### src/rtl/tag_ram_ctrl.sv
// Sequencing controller for one synchronous-read cache tag RAM bank.
// Clears the bank after reset, then serves one lookup or fill at a time.
module tag_ram_ctrl #(
  parameter int AWIDTH = 3,
  parameter int DWIDTH = 9
) (
  input  logic              clock,
  input  logic              reset_n,
  input  logic              req_valid,
  output logic              req_ready,
  input  logic              req_fill,
  input  logic [AWIDTH-1:0] req_index,
  input  logic [DWIDTH-2:0] req_tag,
  output logic              rsp_valid,
  output logic              rsp_hit,
  output logic              rsp_vic_valid,
  output logic [DWIDTH-2:0] rsp_vic_tag,
  output logic              init_done,
  output logic [AWIDTH-1:0] ram_addr,
  output logic [DWIDTH-1:0] ram_din,
  output logic              ram_we,
  input  logic [DWIDTH-1:0] ram_dout
);

  localparam int TAG_W = DWIDTH - 1;
  localparam int DEPTH = 1 << AWIDTH;
  localparam logic [AWIDTH:0] CNT_LAST = (AWIDTH + 1)'(DEPTH - 1);

  typedef enum logic [2:0] {INIT, IDLE, RD, CMP, WR} state_t;

  state_t            state_q;
  logic [AWIDTH:0]   cnt_q;
  logic [AWIDTH-1:0] idx_q;
  logic [TAG_W-1:0]  tag_q;
  logic [AWIDTH-1:0] addr_hold_q;
  logic              rsp_valid_q;
  logic              rsp_hit_q;
  logic              rsp_vic_valid_q;
  logic [TAG_W-1:0]  rsp_vic_tag_q;
  logic              init_done_q;
  logic              hit_d;

  assign hit_d = ram_dout[DWIDTH-1] & (ram_dout[TAG_W-1:0] == tag_q);

  always_ff @(posedge clock) begin
    if (!reset_n) begin
      state_q         <= INIT;
      cnt_q           <= '0;
      rsp_valid_q     <= 1'b0;
      rsp_hit_q       <= 1'b0;
      rsp_vic_valid_q <= 1'b0;
      rsp_vic_tag_q   <= '0;
      init_done_q     <= 1'b0;
    end else begin
      rsp_valid_q <= 1'b0;
      case (state_q)
        INIT: begin
          cnt_q <= cnt_q + (AWIDTH + 1)'(1);
          if (cnt_q == CNT_LAST) begin
            state_q     <= IDLE;
            init_done_q <= 1'b1;
          end
        end
        IDLE: begin
          if (req_valid) begin
            idx_q   <= req_index;
            tag_q   <= req_tag;
            state_q <= req_fill ? WR : RD;
          end
        end
        RD: state_q <= CMP;
        CMP: begin
          rsp_valid_q     <= 1'b1;
          rsp_hit_q       <= hit_d;
          rsp_vic_valid_q <= ram_dout[DWIDTH-1];
          rsp_vic_tag_q   <= ram_dout[TAG_W-1:0];
          state_q         <= IDLE;
        end
        WR: begin
          rsp_valid_q <= 1'b1;
          rsp_hit_q   <= 1'b0;
          state_q     <= IDLE;
        end
        default: state_q <= INIT;
      endcase
    end
  end

  // RAM address is only steered in INIT/RD/WR; elsewhere it repeats the last value driven.
  always_ff @(posedge clock) begin
    addr_hold_q <= ram_addr;
  end

  always_comb begin
    ram_addr = addr_hold_q;
    ram_din  = '0;
    ram_we   = 1'b0;
    case (state_q)
      INIT: begin
        ram_addr = cnt_q[AWIDTH-1:0];
        ram_we   = 1'b1;
      end
      RD: ram_addr = idx_q;
      WR: begin
        ram_addr = idx_q;
        ram_din  = {1'b1, tag_q};
        ram_we   = 1'b1;
      end
      default: ;
    endcase
  end

  assign req_ready     = (state_q == IDLE);
  assign rsp_valid     = rsp_valid_q;
  assign rsp_hit       = rsp_hit_q;
  assign rsp_vic_valid = rsp_vic_valid_q;
  assign rsp_vic_tag   = rsp_vic_tag_q;
  assign init_done     = init_done_q;

endmodule

### config.mk
export PLATFORM = sky130hd
export DESIGN_NAME = tag_ram_ctrl
export DESIGN_NICKNAME = d
export VERILOG_FILES = /design/src/rtl/tag_ram_ctrl.sv
export SDC_FILE = /design/constraint.sdc
export NUM_CORES = 1
export LEC_CHECK = 0
export ABC_CLOCK_PERIOD_IN_PS = 1270
export BUFFER_PORTS_ARGS = -buffer_cell sky130_fd_sc_hd__buf_4
export CORE_AREA = 2 2 54 69
export DETAILED_ROUTE_END_ITERATION = 8
export DIE_AREA = 0 0 56 71
export HOLD_SLACK_MARGIN = 0.05
export PLACE_DENSITY = 0.69
export SLEW_MARGIN = 20
export SYNTH_ARGS = -nofsm -noshare
export SYNTH_HDL_FRONTEND = slang
export SYNTH_SLANG_ARGS = --single-unit
### constraint.sdc
create_clock -name clock -period 1.27 [get_ports clock]
set_input_delay 0.127 -clock clock [delete_from_list [all_inputs] [get_ports clock]]
set_output_delay 0.127 -clock clock [all_outputs]
set_load 0.02 [all_outputs]
==> run summary <==
TritonCTS Buffers = 5
clk sinks = 33
Worst Tran Pin Value = 0.5519 ns
Rows = 24
Crit path required time = 1.14 ns
slew margin rel. = 63.16%
GRT overflow = 0
CTS clk-pin slew, worst paths = 0.06 ns
post-synthesis register bit count = 33
PD cells = 902.9 nW/µm²
Routed WL per cell = 15.28 µm
RR Startpoint = state_q[2]$_SDFFE_PN0P_
CP max FO = 7
routed wire length = 3926 µm
number of max-cap violations = 0
total track usage = 19.66%
routed vias = 1317
Critical Path End = ram_addr[1]
Tightest Hold Check Type = in2reg
final worst slack = -0.2185 ns
setup TNS = -3.192 ns
diode count = 0
RSZ-0062 raised after global routing = true
CP Depth = 4
synth unique cells = 33
Layout Skew = 0.006310 ns
Final HPWL DP = 2481 µm
Clk Latency, worst-skew pair = 0.28 ns
first-pass GRT wire length = 6099 µm
CP Capture Type = output port
buffers added on ports = 49
Worst R2R Path Depth = 4
Setup crit start kind = flop
critical path startpoint = state_q[2]$_SDFFE_PN0P_
pre-CTS WS = -0.1677 ns
critical path buffer and inverter count = 1
Slew Limit Fails = 0
fmax = 671.8 MHz
vias in the first global route = 1356
P_leak = 0.9702 nW
CP cell instances = mux2_4 -> a22oi_2 -> o21ai_2 -> buf_6
maximum clock path buffer count = 2
final net count = 242
chip height = 71 µm
Top delay family on crit path = flip-flops
failing checks = setup timing
count of final hold-check violations = 0
area grow syn2layout = 67.92%
antenna violations before repair = 0
layout cells sized above 1 = 50.00%
1st-pass router iterations = 4
Die ar. = 3976 µm²
slowest CP cell = dfxtp_4
H-tree levels = 2
status = finished, violations left
syn nets = 164
1st-iter DRT viols = 47
final antenna-violating net count = 0
CP max stage delay = 0.40 ns
Finished Cell Area = 2345 µm²
gpl congestion = 0.8123
synth warn = 0
Critical Path AT = 1.36 ns
Core Region = 3363 µm²
fin crit share = 117.2%
CTS tree = done
IO Count = 50
Seq/Total Area, Yosys = 55.20%
DRC = 0
synthesized area = 1396 µm²
final hold slack = 0.1015 ns
Design Power = 2.117 mW
setup slack, reg-to-reg = -0.13 ns
placed instance area = 1903 µm²
fin crit period = 1.489 ns
Die Span X = 56 µm
Reg-to-Reg End = cnt_q[3]$_SDFFE_PN0N_
Root Driver = clkbuf_8
Max VDD drop = 1.027 mV
Setup-failing EPs final = 30
FILL cells = 239
Setup CP Type = reg2out
Vias per Instance = 5.125
average cell area after synthesis = 10.05 µm²
Syn Inst Count = 139
Initial Util = 41.52%
largest net degree at the start of global routing = 17
cells in the final DEF (no fill, tap or decap), drive strengths merged, types with 6 or more instances in the layout:
master	synthesis	layout
a21oi	12	12
and3	9	10
dlygate4sd3	0	12
nor2	6	6
dfxtp	22	22
buf	3	67
nand2	20	20
clkbuf	6	7
xnor2	6	6
edfxtp	11	11
a22oi	6	6
worst register-to-register path: stages (launching register included):
cell     delay, ns
dfxtp_4       0.38
buf_4         0.16
or3_4         0.35
or3_4         0.34
a21oi_2       0.11
stage by stage:
step	std cells	util (%)
floorplan	139	-
global placement	231	56.58
detailed placement	231	56.58
CTS	255	67.63
global route	257	69.72
finish	257	69.72
layer usage:
| layer | track usage, % | routed length, µm | share of wire, % | vias up |
|---|---|---|---|---|
| li1 | - | - | - | 642 |
| met5 | 0 | 0 | 0 | - |
| met4 | 10.32 | 88 | 2.2 | 0 |
| met2 | 34.25 | 2116 | 54 | 41 |
| met1 | 21.59 | 1508 | 38 | 624 |
| met3 | 5.484 | 212 | 5.4 | 10 |
how the worst min path moves through the flow:
stage               slack [ns]    startpoint                    endpoint  cells after the start
detailed placement        0.31    req_tag[6]          tag_q[6]$_DFFE_PP_                      1
global route              0.11   ram_dout[8]  rsp_vic_valid$_SDFFE_PN0N_                      3
floorplan                 0.23  req_index[0]          idx_q[0]$_DFFE_PP_                      0
global placement          0.30    req_tag[7]          tag_q[7]$_DFFE_PP_                      1
CTS                       0.09   ram_dout[8]  rsp_vic_valid$_SDFFE_PN0N_                      3
finish                    0.10   ram_dout[8]  rsp_vic_valid$_SDFFE_PN0N_                      3
where the power goes:
part           internal, mW  switching, mW  leakage (nW)
logic                 0.147         0.0942         0.648
clock network         0.384          0.364        0.0422
registers              1.11         0.0216         0.280
total                  1.64          0.480         0.970
sequential cells by signal, indices dropped and copies added, names as in the netlist:
register       flops
idx_q              3
rsp_valid          1
addr_hold_q        3
state_q            3
rsp_hit            1
init_done          1
cnt_q              4
tag_q              8
rsp_vic_tag        8
rsp_vic_valid      1
logic make-up after synthesis:
group | Yosys count | share of synthesized area (%)
AND/OR/NAND/NOR | 51 | 19.00
flip-flops | 33 | 55.20
AO/OA/AOI/OAI | 26 | 11.02
buffers and inverters | 13 | 3.763
XOR/XNOR | 10 | 6.272
multiplexers | 5 | 3.853
adder cells (fa/ha/maj) | 1 | 0.8959
cell type report:
class / count / area [µm²] / share of cell area, %
Sequential cell: 33 / 784.5 / 33.46
Multi-Input combinational cell: 94 / 724.4 / 30.90
Timing Repair Buffer: 79 / 690.7 / 29.46
Clock buffer: 7 / 76.32 / 3.255
Tap cell: 39 / 48.80 / 2.081
Inverter: 4 / 15.01 / 0.6403
Clock inverter: 1 / 5.005 / 0.2134
cell usage after synthesis (all sizes together):
cell / instances / area share, %
dfxtp: 22 / 32
nand2: 20 / 5.4
a21oi: 12 / 4.3
edfxtp: 11 / 24
and3: 9 / 4.0
a22oi: 6 / 3.2
clkbuf: 6 / 1.7
nor2: 6 / 1.6
xnor2: 6 / 3.8
o21ai: 5 / 1.8
inv: 4 / 1.1
xor2: 4 / 2.5
buf: 3 / 0.99
mux2: 3 / 2.4
mux2i: 2 / 1.4
nand3b: 2 / 1.1
nand4: 2 / 0.90
nor3b: 2 / 1.1
or3: 2 / 0.90
a211o: 1 / 0.63
and2: 1 / 0.45
and3b: 1 / 0.63
ha: 1 / 0.90
nand3: 1 / 0.36
nor2b: 1 / 0.45
nor3: 1 / 0.36
nor4b: 1 / 0.63
o21a: 1 / 0.54
o31ai: 1 / 0.54
or3b: 1 / 0.63
or4: 1 / 0.54
what timing repair did:
item                                    in CTS  in global routing
setup buffers                                5                  2
pin swaps                                    7                  3
cloned                                       0                  1
hold endpoints to repair                    12                  0
gates resized for setup                     38                 16
hold buffers                                12                  0
endpoints found under the setup margin      25                 39
No activity file was read; power rests on OpenSTA's default activity.
